--- src/rtl/axi_excl_monitor.sv ---
// AXI exclusive-access (LR/SC) reservation monitor with NUM_RSV per-ID granule reservations.
// Optional reservation lifetime counters are enabled by defining AXI_EXCL_TIMEOUT_EN.
module axi_excl_monitor #(
  parameter int unsigned ADDR_WIDTH     = 64,
  parameter int unsigned ID_WIDTH       = 4,
  parameter int unsigned NUM_RSV        = 4,
  parameter int unsigned GRAN_BITS      = 6,
  parameter int unsigned TIMEOUT_CYCLES = 1024
) (
  input  logic                         clk_i,
  input  logic                         rst_ni,
  input  logic                         ar_hs_i,
  input  logic                         ar_lock_i,
  input  logic [ID_WIDTH-1:0]          ar_id_i,
  input  logic [ADDR_WIDTH-1:0]        ar_addr_i,
  input  logic                         aw_valid_i,
  output logic                         aw_ready_o,
  input  logic                         aw_lock_i,
  input  logic [ID_WIDTH-1:0]          aw_id_i,
  input  logic [ADDR_WIDTH-1:0]        aw_addr_i,
  output logic                         res_valid_o,
  input  logic                         res_ready_i,
  output logic                         res_exokay_o,
  output logic                         res_do_write_o,
  output logic [ID_WIDTH-1:0]          res_id_o,
  output logic [$clog2(NUM_RSV+1)-1:0] rsv_count_o
);

  localparam int unsigned TagW    = ADDR_WIDTH - GRAN_BITS;
  localparam int unsigned IdxW    = (NUM_RSV > 1) ? $clog2(NUM_RSV) : 1;
  localparam int unsigned CountW  = $clog2(NUM_RSV + 1);

  logic [NUM_RSV-1:0]  valid_q, valid_d;
  logic [ID_WIDTH-1:0] id_q  [NUM_RSV];
  logic [ID_WIDTH-1:0] id_d  [NUM_RSV];
  logic [TagW-1:0]     tag_q [NUM_RSV];
  logic [TagW-1:0]     tag_d [NUM_RSV];
  logic [IdxW-1:0]     ptr_q, ptr_d;

  logic                res_valid_q, res_valid_d;
  logic                res_exokay_q;
  logic                res_do_write_q;
  logic [ID_WIDTH-1:0] res_id_q;

  logic                aw_hs;
  logic                ar_set;
  logic                sc_pass;
  logic [TagW-1:0]     aw_tag;
  logic [TagW-1:0]     ar_tag;
  logic                slot_found;
  logic [IdxW-1:0]     slot_idx;

  // Sub-granule address bits never take part in matching.
  logic unused_addr;
  assign unused_addr = ^{ar_addr_i[GRAN_BITS-1:0], aw_addr_i[GRAN_BITS-1:0]};

  assign aw_tag     = aw_addr_i[ADDR_WIDTH-1:GRAN_BITS];
  assign ar_tag     = ar_addr_i[ADDR_WIDTH-1:GRAN_BITS];
  assign aw_ready_o = rst_ni & (~res_valid_q | res_ready_i);
  assign aw_hs      = aw_valid_i & aw_ready_o;
  assign ar_set     = ar_hs_i & ar_lock_i;

`ifdef AXI_EXCL_TIMEOUT_EN
  localparam int unsigned CntW = (TIMEOUT_CYCLES > 1) ? $clog2(TIMEOUT_CYCLES) : 1;
  localparam logic [CntW-1:0] CntLast = CntW'(TIMEOUT_CYCLES - 1);

  logic [CntW-1:0]    cnt_q [NUM_RSV];
  logic [NUM_RSV-1:0] set_en;

  always_ff @(posedge clk_i) begin
    for (int i = 0; i < NUM_RSV; i++) begin
      if (!rst_ni || set_en[i]) begin
        cnt_q[i] <= '0;
      end else if (valid_q[i] && cnt_q[i] != CntLast) begin
        cnt_q[i] <= cnt_q[i] + 1'b1;
      end
    end
  end
`else
  logic unused_timeout;
  assign unused_timeout = (TIMEOUT_CYCLES == 0);
`endif

  // SC is always judged against the pre-cycle reservation state.
  always_comb begin
    sc_pass = 1'b0;
    for (int i = 0; i < NUM_RSV; i++) begin
      if (valid_q[i] && id_q[i] == aw_id_i && tag_q[i] == aw_tag) begin
        sc_pass = 1'b1;
      end
    end
  end

  always_comb begin
    valid_d    = valid_q;
    id_d       = id_q;
    tag_d      = tag_q;
    ptr_d      = ptr_q;
    slot_found = 1'b0;
    slot_idx   = '0;
`ifdef AXI_EXCL_TIMEOUT_EN
    set_en = '0;
    for (int i = 0; i < NUM_RSV; i++) begin
      if (valid_q[i] && cnt_q[i] == CntLast) begin
        valid_d[i] = 1'b0;
      end
    end
`endif

    if (aw_hs) begin
      for (int i = 0; i < NUM_RSV; i++) begin
        if (valid_q[i]) begin
          if (aw_lock_i && !sc_pass) begin
            // Failed SC still consumes this ID's (different-granule) reservation.
            if (id_q[i] == aw_id_i) begin
              valid_d[i] = 1'b0;
            end
          end else if (tag_q[i] == aw_tag) begin
            valid_d[i] = 1'b0;
          end
        end
      end
    end

    // Reservation placement sees the post-invalidation state so a new LR survives.
    if (ar_set) begin
      for (int i = 0; i < NUM_RSV; i++) begin
        if (!slot_found && valid_d[i] && id_d[i] == ar_id_i) begin
          slot_found = 1'b1;
          slot_idx   = IdxW'(i);
        end
      end
      for (int i = 0; i < NUM_RSV; i++) begin
        if (!slot_found && !valid_d[i]) begin
          slot_found = 1'b1;
          slot_idx   = IdxW'(i);
        end
      end
      if (!slot_found) begin
        slot_idx = ptr_q;
        ptr_d    = (ptr_q == IdxW'(NUM_RSV - 1)) ? '0 : ptr_q + 1'b1;
      end
      valid_d[slot_idx] = 1'b1;
      id_d[slot_idx]    = ar_id_i;
      tag_d[slot_idx]   = ar_tag;
`ifdef AXI_EXCL_TIMEOUT_EN
      set_en[slot_idx]  = 1'b1;
`endif
    end
  end

  always_comb begin
    res_valid_d = res_valid_q;
    if (aw_hs) begin
      res_valid_d = 1'b1;
    end else if (res_ready_i) begin
      res_valid_d = 1'b0;
    end
  end

  always_ff @(posedge clk_i) begin
    if (!rst_ni) begin
      valid_q        <= '0;
      ptr_q          <= '0;
      res_valid_q    <= 1'b0;
      res_exokay_q   <= 1'b0;
      res_do_write_q <= 1'b0;
      res_id_q       <= '0;
      for (int i = 0; i < NUM_RSV; i++) begin
        id_q[i]  <= '0;
        tag_q[i] <= '0;
      end
    end else begin
      valid_q     <= valid_d;
      ptr_q       <= ptr_d;
      id_q        <= id_d;
      tag_q       <= tag_d;
      res_valid_q <= res_valid_d;
      if (aw_hs) begin
        res_exokay_q   <= aw_lock_i & sc_pass;
        res_do_write_q <= ~aw_lock_i | sc_pass;
        res_id_q       <= aw_id_i;
      end
    end
  end

  always_comb begin
    rsv_count_o = '0;
    for (int i = 0; i < NUM_RSV; i++) begin
      rsv_count_o = rsv_count_o + CountW'(valid_q[i]);
    end
  end

  assign res_valid_o    = res_valid_q;
  assign res_exokay_o   = res_exokay_q;
  assign res_do_write_o = res_do_write_q;
  assign res_id_o       = res_id_q;

endmodule

--- config.mk ---
export PLATFORM = sky130hd
export DESIGN_NAME = axi_excl_monitor
export DESIGN_NICKNAME = d
export VERILOG_FILES = /design/src/rtl/axi_excl_monitor.sv
export SDC_FILE = /design/constraint.sdc
export NUM_CORES = 1
export LEC_CHECK = 0
export CAP_MARGIN = 20
export CORE_MARGIN = 4
export CORE_UTILIZATION = 60
export DETAILED_ROUTE_END_ITERATION = 8
export PLACE_DENSITY_LB_ADDON = 0.2
export SYNTH_ARGS = -nofsm -noshare
export SYNTH_HDL_FRONTEND = slang
export SYNTH_SLANG_ARGS = --single-unit
--- constraint.sdc ---
create_clock -name clk_i -period 9.36 [get_ports clk_i]
set_input_delay 0.936 -clock clk_i [delete_from_list [all_inputs] [get_ports clk_i]]
set_output_delay 0.936 -clock clk_i [all_outputs]
set_load 0.02 [all_outputs]
==> flow_metrics.tcl <==
set metrics [dict create \
    status "completed" \
    crit_path_cell_trace "clkdlybuf4s50_1 -> xor2_1 -> nor4_1 -> nand4_1 -> nor4_1 -> a222oi_1 -> a41o_1 -> a31oi_2 -> nor3b_1 -> o32a_1 -> nor3b_2 -> buf_4 -> buf_4 -> mux2i_1" \
    syn_to_final_growth_pct 19.2 \
    async_flop_share 0 \
    crit_type "in -> reg" \
    hold_violations 0 \
    first_pass_iters 7 \
    slew_viol_final 0 \
    yosysWarnings 0 \
    utilization 0.734 \
    vias_per_cell 5.63 \
    finalSetupViolations 0 \
    leakage_nw 6.94 \
    cts_resized 0 \
    cp_top_family "simple AND/OR/NAND/NOR gates" \
    synth.area.top_cells "dfxtp_1 (41%), mux2i_1 (20%), xor2_1 (17%), nand2_1 (9.7%), nor4_1 (3.1%)" \
    die_y_um 153 \
    critPathSlowestCell "clkdlybuf4s50_1" \
    finalCritPeriodShare 0.654 \
    antenna_found_initial 0 \
    start_util 0.616 \
    synthCells 1328 \
    max_stage_delay_ns 0.75 \
    critPathArrivalTime_ns 6.58 \
    grt_max_degree 187 \
    period_needed_ns 6.12 \
    setup_ws_ns 3.24 \
    synth_nets 1475 \
    synth_edf_count 0 \
    ys.flop_type "dfxtp_1" \
    num_rows 52 \
    crit_fanout 44 \
    die_area_um2 23400 \
    fin_worst_skew_ns 0.0162 \
    hp-class "reg -> reg" \
    synth_top_area_share 0.414 \
    layout_common_cells "nand2_1 (326), dfxtp_1 (261), xor2_1 (251), mux2i_1 (249), clkdlybuf4s50_1 (140)" \
    tightest_slew_ns 0.906 \
    drive_gt1_frac 0.0419 \
    drtIter0Drc 677 \
    io_pins 154 \
    yosys.area.top_type "dfxtp_1" \
    cts-root-buf "clkbuf_16" \
    drv_cap 0 \
    gp_congestion 0.924 \
    dp_cells 1674 \
    cp-start-kind "input pin" \
    cts_tree "done" \
    dpl_worst_slack_ns 2.90 \
    num_antenna_cells 0 \
    ys_seq_elements 261 \
    htree_levels 1 \
    netlist_area_um2 12600 \
    clk_pin_slew_worst_paths_ns 0.06 \
    insertion_delay_ns 0.54 \
    wl_per_cell_um 20.2 \
    ys_seq_area_frac 0.414 \
    ir_worst_vdd_mv 0.144 \
    relSlewSlack 0.391 \
    required_ns 9.82 \
    fillers 1592 \
    coreArea_um2 20500 \
    track_usage 0.286 \
    ant_nets 0 \
    cts_buffers 28 \
    wl_um 34800 \
    syn_avg_cell_area_um2 9.51 \
    powerDensity_nw_per_um2 171 \
    chipWidth_um 153 \
    clock-sinks 261 \
    critPathBufInv 3 \
    drc 0 \
    grt_pass1_vias 9586 \
    post-cts-setup-buffers 0 \
    port_buffers 141 \
    synthDistinctLibCells 46 \
    clock_path_buffers 3 \
    grt_pass1_wl_um 53400 \
    fmax_ghz 0.163 \
    final_common_cell "nand2_1" \
    cts_hold_buf 0 \
    setup_tns_ns 0 \
    rsz0062_at_grt "no" \
    fin_cells 1725 \
    nNetsFinal 1581 \
    overflow 0 \
    vias 9710 \
    end_kind "register" \
    hpwl_um 24800 \
]
[metrics by stage]
stage / hold slack [ns] / area (um2) / power [mW]
2_1_floorplan: 0.446 / 12600 / 1.34
3_3_place_gp: 0.444 / 14100 / 1.49
3_5_place_dp: 0.450 / 14100 / 1.49
4_1_cts: 0.461 / 15100 / 2.59
5_1_grt: 0.476 / 15100 / 2.66
6_report: 0.454 / 15100 / 2.58
[synth_stat cells, types with 2 or more instances]
cell and number:
a21oi_1 2, nor2_1 5, a21boi_0 4, and3_1 3, nand4_1 19, and2_1 5
nor4_1 63, nand2b_1 2, ha_1 3, nor2b_1 3, buf_6 6, o21a_1 2
clkbuf_1 40, xnor2_1 13, buf_2 25, nand2_1 326, a22oi_1 2, dfxtp_1 261
nor3_1 2, nand3_1 8, o21ai_0 5, xor2_1 251, inv_1 6, nor3b_1 2
mux2i_1 249
[per-layer routing]
metal	GRT usage	share of wire
met1	0.399	0.45
met5	0	0
met2	0.447	0.45
met3	0.0478	0.063
met4	0.109	0.041
[sequential cells by signal, indices dropped and copies added, names as in the netlist]
register,flops
ptr_q,2
id_q,16
tag_q,232
res_do_write_o,1
res_id_o,4
valid_q,4
res_exokay_o,1
res_valid_o,1
[cell type report]
cell class / instances / area [um2] / area share
multi-input cells: 988 / 7040 / 0.468
flip-flops and latches: 261 / 5230 / 0.347
repair buffers: 149 / 1490 / 0.0989
clock buffers: 44 / 872 / 0.0579
well taps: 270 / 338 / 0.0224
clock inverters: 7 / 67.6 / 0.00449
inverters: 6 / 22.5 / 0.00150
[power by group]
part	internal (mW)	switching (mW)	leakage (nW)
clock network	0.664	0.445	0.467
registers	1.14	0.0203	2.11
logic	0.131	0.179	4.36
total	1.94	0.644	6.94
[worst min-delay path: cells and delay by family (launching register included)]
kind / cells / cell delay [ns]
and+or+nand+nor: 1 / 0.05
DFF: 1 / 0.30
AOI/OAI and AO/OA: 1 / 0.06
[cell families (layout without fill, tap and decap cells)]
family	after synthesis	in the layout	share of synthesized area
buf+inv	79	206	0.0298
flops	261	261	0.414
simple gates	445	445	0.155
compound gates	26	26	0.0161
fa+ha+maj	4	4	0.00456
mux	249	249	0.197
xor+xnor	264	264	0.183
[final timing paths]
check / startpoint / to / slack (ns) / cells past startpoint
worst min register to register: res_id_o[1]$_SDFFE_PN0P_ / res_id_o[1]$_SDFFE_PN0P_ / 0.45 / 2
worst min-delay path: res_id_o[1]$_SDFFE_PN0P_ / res_id_o[1]$_SDFFE_PN0P_ / 0.45 / 2
worst max-delay path: aw_addr_i[54] / tag_q[224]$_SDFFE_PN0P_ / 3.24 / 14
worst max register to register: tag_q[102]$_SDFFE_PN0P_ / tag_q[224]$_SDFFE_PN0P_ / 3.91 / 13
Power figures use the tool's default switching activity.
